<file path="config.mk">
export PLATFORM = sky130hd
export DESIGN_NAME = tt_vec_beat_serializer
export DESIGN_NICKNAME = d
export VERILOG_FILES = /design/src/rtl/tt_vpu_pkg.sv /design/src/rtl/tt_vec_beat_mux.sv /design/src/rtl/tt_vec_beat_serializer.sv
export SDC_FILE = /design/constraint.sdc
export NUM_CORES = 1
export LEC_CHECK = 0
export ABC_AREA = 1
export BUFFER_PORTS_ARGS = -buffer_cell sky130_fd_sc_hd__buf_4
export CORE_ASPECT_RATIO = 1.75
export CORE_UTILIZATION = 52
export CTS_BUF_LIST = sky130_fd_sc_hd__clkbuf_4
export DETAILED_ROUTE_END_ITERATION = 7
export GPL_ROUTABILITY_DRIVEN = 1
export PLACE_DENSITY_LB_ADDON = 0.12
export SETUP_SLACK_MARGIN = 0.5
export SYNTH_ARGS = -nofsm -noshare
export SYNTH_HDL_FRONTEND = slang
export SYNTH_HIERARCHICAL = 1
export SYNTH_SLANG_ARGS = --single-unit
</file>
<file path="constraint.sdc">
create_clock -name i_clk -period 5.4 [get_ports i_clk]
set_input_delay 0.27 -clock i_clk [delete_from_list [all_inputs] [get_ports i_clk]]
set_output_delay 0.27 -clock i_clk [all_outputs]
set_load 0.005 [all_outputs]
</file>
<file path="src/rtl/tt_vpu_pkg.sv">
// Shared VPU definitions: serializer state encoding and count-width helper.
package tt_vpu_pkg;

   typedef enum logic {
      IDLE = 1'b0,
      SEND = 1'b1
   } ser_state_e;

   // Index width for n beats, never narrower than one bit.
   function automatic int cnt_width(input int n);
      return (n <= 2) ? 1 : $clog2(n);
   endfunction

endpackage

</file>
<file path="src/rtl/tt_vec_beat_mux.sv">
// Combinational beat selector: picks beat i_sel out of a flat multi-beat payload.
module tt_vec_beat_mux #(
   parameter int BEAT_WIDTH = 32,
   parameter int NUM_BEATS  = 4,
   parameter int SEL_WIDTH  = 2
) (
   input  logic [NUM_BEATS*BEAT_WIDTH-1:0] i_pld,
   input  logic [SEL_WIDTH-1:0]            i_sel,
   output logic [BEAT_WIDTH-1:0]           o_beat
);

   logic [BEAT_WIDTH-1:0] w_beats [NUM_BEATS];

   for (genvar gi = 0; gi < NUM_BEATS; gi++) begin : g_split
      assign w_beats[gi] = i_pld[gi*BEAT_WIDTH +: BEAT_WIDTH];
   end

   // Compare-and-select keeps a selector wider than the beat count from indexing past the array.
   always_comb begin
      o_beat = '0;
      for (int k = 0; k < NUM_BEATS; k++) begin
         if (i_sel == SEL_WIDTH'(k)) begin
            o_beat = w_beats[k];
         end
      end
   end

endmodule

</file>
<file path="src/rtl/tt_vec_beat_serializer.sv">
// Splits one wide payload per rts/rtr handshake into 1..NUM_BEATS narrow beats, lowest first,
// with zero-bubble reload on the final beat.
module tt_vec_beat_serializer
   import tt_vpu_pkg::*;
#(
   parameter int BEAT_WIDTH = 32,
   parameter int NUM_BEATS  = 4,
   parameter int CNT_WIDTH  = cnt_width(NUM_BEATS)
) (
   input  logic                            i_clk,
   input  logic                            i_reset_n,
   input  logic                            i_rts,
   output logic                            o_rtr,
   input  logic [NUM_BEATS*BEAT_WIDTH-1:0] i_pld,
   input  logic [CNT_WIDTH-1:0]            i_nbeats_m1,
   output logic                            o_rts,
   input  logic                            i_rtr,
   output logic [BEAT_WIDTH-1:0]           o_pld,
   output logic [CNT_WIDTH-1:0]            o_beat_idx,
   output logic                            o_last,
   output logic                            o_busy
);

   localparam logic [CNT_WIDTH-1:0] LP_MAX_IDX = CNT_WIDTH'(NUM_BEATS - 1);

   ser_state_e                      r_state;
   ser_state_e                      w_state_next;
   logic [NUM_BEATS*BEAT_WIDTH-1:0] r_hold_pld;
   logic [CNT_WIDTH-1:0]            r_hold_n;
   logic [CNT_WIDTH-1:0]            r_beat_cnt;
   logic [CNT_WIDTH-1:0]            w_beat_cnt_next;
   logic [CNT_WIDTH-1:0]            w_nbeats_clamp;
   logic                            w_accept;
   logic                            w_beat_hs;

   assign o_rts      = (r_state == SEND);
   assign o_busy     = (r_state == SEND);
   assign o_beat_idx = r_beat_cnt;
   assign o_last     = (r_state == SEND) && (r_beat_cnt == r_hold_n);
   assign w_beat_hs  = o_rts && i_rtr;
   // Ready while the final beat leaves, so the next payload lands without a bubble.
   assign o_rtr      = (r_state == IDLE) || (w_beat_hs && o_last);
   assign w_accept   = i_rts && o_rtr;

   assign w_nbeats_clamp = (i_nbeats_m1 > LP_MAX_IDX) ? LP_MAX_IDX : i_nbeats_m1;

   always_comb begin
      w_state_next    = r_state;
      w_beat_cnt_next = r_beat_cnt;
      case (r_state)
         IDLE: begin
            if (w_accept) begin
               w_state_next    = SEND;
               w_beat_cnt_next = '0;
            end
         end
         SEND: begin
            if (w_beat_hs) begin
               if (!o_last) begin
                  w_beat_cnt_next = r_beat_cnt + CNT_WIDTH'(1);
               end else if (w_accept) begin
                  w_state_next    = SEND;
                  w_beat_cnt_next = '0;
               end else begin
                  w_state_next    = IDLE;
                  w_beat_cnt_next = '0;
               end
            end
         end
         default: begin
            w_state_next    = IDLE;
            w_beat_cnt_next = '0;
         end
      endcase
   end

   always_ff @(posedge i_clk or negedge i_reset_n) begin
      if (!i_reset_n) begin
         r_state    <= IDLE;
         r_beat_cnt <= '0;
         r_hold_n   <= '0;
      end else begin
         r_state    <= w_state_next;
         r_beat_cnt <= w_beat_cnt_next;
         if (w_accept) begin
            r_hold_n <= w_nbeats_clamp;
         end
      end
   end

   // Payload storage is qualified by state everywhere it is observed, so it needs no reset.
   always_ff @(posedge i_clk) begin
      if (w_accept) begin
         r_hold_pld <= i_pld;
      end
   end

   tt_vec_beat_mux #(
      .BEAT_WIDTH (BEAT_WIDTH),
      .NUM_BEATS  (NUM_BEATS),
      .SEL_WIDTH  (CNT_WIDTH)
   ) u_beat_mux (
      .i_pld  (r_hold_pld),
      .i_sel  (r_beat_cnt),
      .o_beat (o_pld)
   );

endmodule

</file>
==> metrics.yaml, run 1 <==
cts:
  cts-buffers-inserted: 17
  ctsResizeCount: 0
  postCtsSetupBuffers: 0
  clock_sinks: 133
  holdBufCountCts: 131
  cts_max_path_buffers: 2
  clockRootBuffer: "clkbuf_4"
  h-tree-depth: 4
status:
  stop_error: "[ERROR RSZ-0060] Max buffer count reached."
  lastStage: "4_1_cts"
  status: "aborted with a tool error"
synthesis:
  yosysSeqAreaShare: 0.781
  synthCells: 348
  yosysWarnings: 6
  syn_area_sq_um: 5080
  synth_cell_types: 17
  avgSynthCellArea_sq_um: 14.6
  ys_ff_latch: 133
  syn-num-nets: 482
floorplanning:
  die_h_microns: 133
  rows: 47
  start_util: 0.537
  die_w_microns: 76.8
  ioPinCount: 172
placed_design:
  dp_hpwl_microns: 7330
  io_buffer_count: 171
  dpl_cell_area_sq_um: 6390
  gp_congestion: 0.846
  dp.cells: 621
cell usage after synthesis:
cell        n  area [sq um]
buf_2       9          45.0
nand2_1    41           154
inv_1       4          15.0
xnor2_1     1          8.76
nand2_2     2          12.5
nand3_2     1          10.0
buf_4      14           105
nand4_1    34           213
edfxtp_1  128          3840
xor2_1      1          8.76
nor2_1      1          3.75
buf_6       1          11.3
o21ai_0     3          15.0
nand3_1    98           490
inv_2       3          11.3
dfrtp_1     5           125
nor2_2      2          12.5
logic make-up after synthesis:
family | Yosys count | share of synthesized area
and+or+nand+nor | 179 | 0.176
DFF | 133 | 0.781
buffers and inverters | 31 | 0.0369
AOI/OAI and AO/OA | 3 | 0.00295
xor gates and xnor gates | 2 | 0.00345
metrics by stage:
step	hold WS, ns	setup WS, ns
after floorplan	-0.0256	1.44
after global placement	0.0736	2.76
after detailed placement	0.0744	2.71
==> run 2, diff against run 1 <==
--- a/config.mk
+++ b/config.mk
@@ -7,13 +7,10 @@
 export LEC_CHECK = 0
 export ABC_AREA = 1
 export BUFFER_PORTS_ARGS = -buffer_cell sky130_fd_sc_hd__buf_4
-export CORE_ASPECT_RATIO = 1.75
-export CORE_UTILIZATION = 52
-export CTS_BUF_LIST = sky130_fd_sc_hd__clkbuf_4
+export CORE_UTILIZATION = 40
 export DETAILED_ROUTE_END_ITERATION = 7
 export GPL_ROUTABILITY_DRIVEN = 1
-export PLACE_DENSITY_LB_ADDON = 0.12
-export SETUP_SLACK_MARGIN = 0.5
+export PLACE_DENSITY_LB_ADDON = 0.15
 export SYNTH_ARGS = -nofsm -noshare
 export SYNTH_HDL_FRONTEND = slang
 export SYNTH_HIERARCHICAL = 1
==> run 2 against run 1 <==
Against the previous run:
- the flow now finishes without violations
- synthesized cell count stayed put
- synthesized area stayed put
==> metrics.yaml, run 2 <==
status:
  status: "finished clean"
final_layout:
  syn2layout_area_growth_pct: 38.5
  finalNonFillerCells: 699
  num-fill-cells: 997
  layout_commonest_cell: "buf_4"
  top_register: "r_hold_pld"
  insertedDiodeCount: 0
  largest_reg_flops: 128
  final_cell_mix: "buf_4, edfxtp_1, nand3_1"
  design_area_sq_um: 7040
  ff_latch_area_sq_um: 3970
  multiInputGateArea_sq_um: 933
  nets: 652
  post_route_cells_drive_above_1_share: 0.399
cts:
  path_clk_slew_ns: 0.05
  cts-buffers-inserted: 17
  cts_tree: "yes"
  ctsResizeCount: 0
  postCtsSetupBuffers: 0
  insertion_delay_ns: 0.41
  clock_sinks: 133
  h-tree-depth: 4
  cts_max_path_buffers: 2
  clockRootBuffer: "clkbuf_16"
timing:
  grt_setup_unrepaired: "false"
  tns_ns: 0
  fin_crit_sh: 0.517
  fin_skew_ns: 0.00813
  period_minus_slack_ns: 2.79
  clock.fmax_ghz: 0.358
  tightest_slew_ns: 0.973
  slew_headroom: 0.350
  setup_viol: 0
  hold_viol_final: 0
  slew_violations: 0
grt:
  grt_pass1_wl_microns: 17800
  grt_pass1_vias: 3465
  gr-usage-all-layers: 0.187
  grt_max_degree: 78
  grt-ovfl-total: 0
  antenna_found_initial: 0
worst_setup_path:
  cp.arrival_ns: 2.84
  startpoint_type: "flop"
  reg2reg_slack_ns: 2.61
  cp_max_fo: 77
  end_kind: "flop"
  r2r_cells: 7
  cp-startpoint: "o_busy"
  r2r-start: "o_busy"
  crit_type: "flop to flop"
  required_ns: 5.45
  r2r_end: "r_hold_pld[5]"
min_path:
  min_path_type: "primary input to flop"
  min_delay_path_depth: 1
  hold_end: "r_hold_pld[7]"
  holdCritStartpoint: "i_pld[7]"
synthesis:
  yosysSeqAreaShare: 0.781
  syn_area_sq_um: 5080
  async_reset_ff_frac: 0.0376
  synth.top_cell.area_share: 0.756
  synthTopCellsByArea: "edfxtp_1, nand3_1, nand4_1"
  synthCells: 348
  synth_common_cells: "edfxtp_1, nand3_1, nand2_1"
  yosysWarnings: 6
  ys_ff_latch: 133
  yosysTopAreaCell: "edfxtp_1"
  syn-num-nets: 482
  synth_edf_count: 128
  avgSynthCellArea_sq_um: 14.6
  synth_cell_types: 17
  synthFlopType: "edfxtp_1"
  yosysMostFrequentCell: "edfxtp_1"
placed_design:
  dpl_cell_area_sq_um: 6450
  gp_congestion: 0.773
  dp_hpwl_microns: 6960
  dp.cells: 666
  io_buffer_count: 171
drt:
  drtPass1Iterations: 6
  viasPerCell: 5.03
  vias: 3516
  drc: 0
  wl_per_cell_microns: 16.6
  routed_wl_microns: 11600
  drtIter0Drc: 277
  drtAntennaViolNets: 0
floorplanning:
  start_util: 0.416
  rows: 40
  ioPinCount: 172
  die_h_microns: 115
  die_w_microns: 115
  core_area_sq_um: 12200
  die_area_sq_um: 13200
power:
  pwr_density_cell_nw_per_um2: 530
  irDropWorstVdd_mv: 0.285
  leakage_uw: 0.00273
run:
  drv_cap: 0
==> run 2: cell counts after synthesis <==
Identical to the previous run, type by type.
==> run 2: cell type report <==
type,instances,area share
Clock buffer,29,0.0768
Clock inverter,3,0.00569
Inverter,7,0.00409
Multi-Input combinational cell,184,0.133
Sequential cell,133,0.564
Tap cell,168,0.0299
Timing Repair Buffer,175,0.187
==> run 2: report_power, final <==
group	internal, uW	leakage (uW)	switching [uW]
registers	1440	0.00123	62.0
logic	443	0.00120	686
clock network	718	0.000288	381
==> run 2: stage by stage <==
| step | total power (uW) | utilization | setup WS (ns) | hold WS, ns |
|---|---|---|---|---|
| floorplan | 2170 | - | 1.44 | -0.0256 |
| global placement | 2650 | 0.528 | 2.72 | 0.0747 |
| detailed placement | 2670 | 0.528 | 2.65 | 0.0763 |
| CTS | 3770 | 0.577 | 2.62 | 0.0114 |
| global route | 3940 | 0.577 | 2.40 | 0.00570 |
| finish | 3730 | 0.577 | 2.61 | 0.0311 |
==> run 2: how the worst max path moves through the flow <==
stage                       to  cells past startpoint
2_1_floorplan    r_hold_pld[0]                      8
3_3_place_gp    r_hold_pld[39]                      7
3_5_place_dp   r_hold_pld[103]                      7
4_1_cts              o_pld[22]                      5
5_1_grt         r_hold_pld[10]                      7
6_report         r_hold_pld[5]                      7
==> run 2: repair_timing <==
item,4_1_cts,5_1_grt
hold endpoints to repair,5,0
endpoints found under the setup margin,0,0
hold buffers,1,0
==> run 2: critical path: stages, from the launching register on <==
cell     delay, ns
dfrtp_1       0.47
nand2_1       0.10
nor2_2        0.12
nand3_2       0.08
nand2_2       0.11
nand2_2       0.10
inv_4         0.66
buf_4         0.67
==> run 2: logic make-up (layout without fill, tap and decap cells) <==
group / count (synthesis) / count (layout) / synth area share
buffers and inverters: 31 / 214 / 0.0369
AND/OR/NAND/NOR: 179 / 179 / 0.176
flip-flops: 133 / 133 / 0.781
XOR/XNOR: 2 / 2 / 0.00345
AO/OA/AOI/OAI: 3 / 3 / 0.00295
==> run 2: routing by layer <==
| metal | vias up | part of all wire | track usage |
|---|---|---|---|
| met5 | - | 0 | 0 |
| met4 | 0 | 0.022 | 0.0944 |
| met3 | 22 | 0.086 | 0.0691 |
| met2 | 152 | 0.47 | 0.279 |
| met1 | 1673 | 0.43 | 0.240 |
| li1 | 1669 | - | - |
Note: power is estimated with default switching activity, not from simulation.
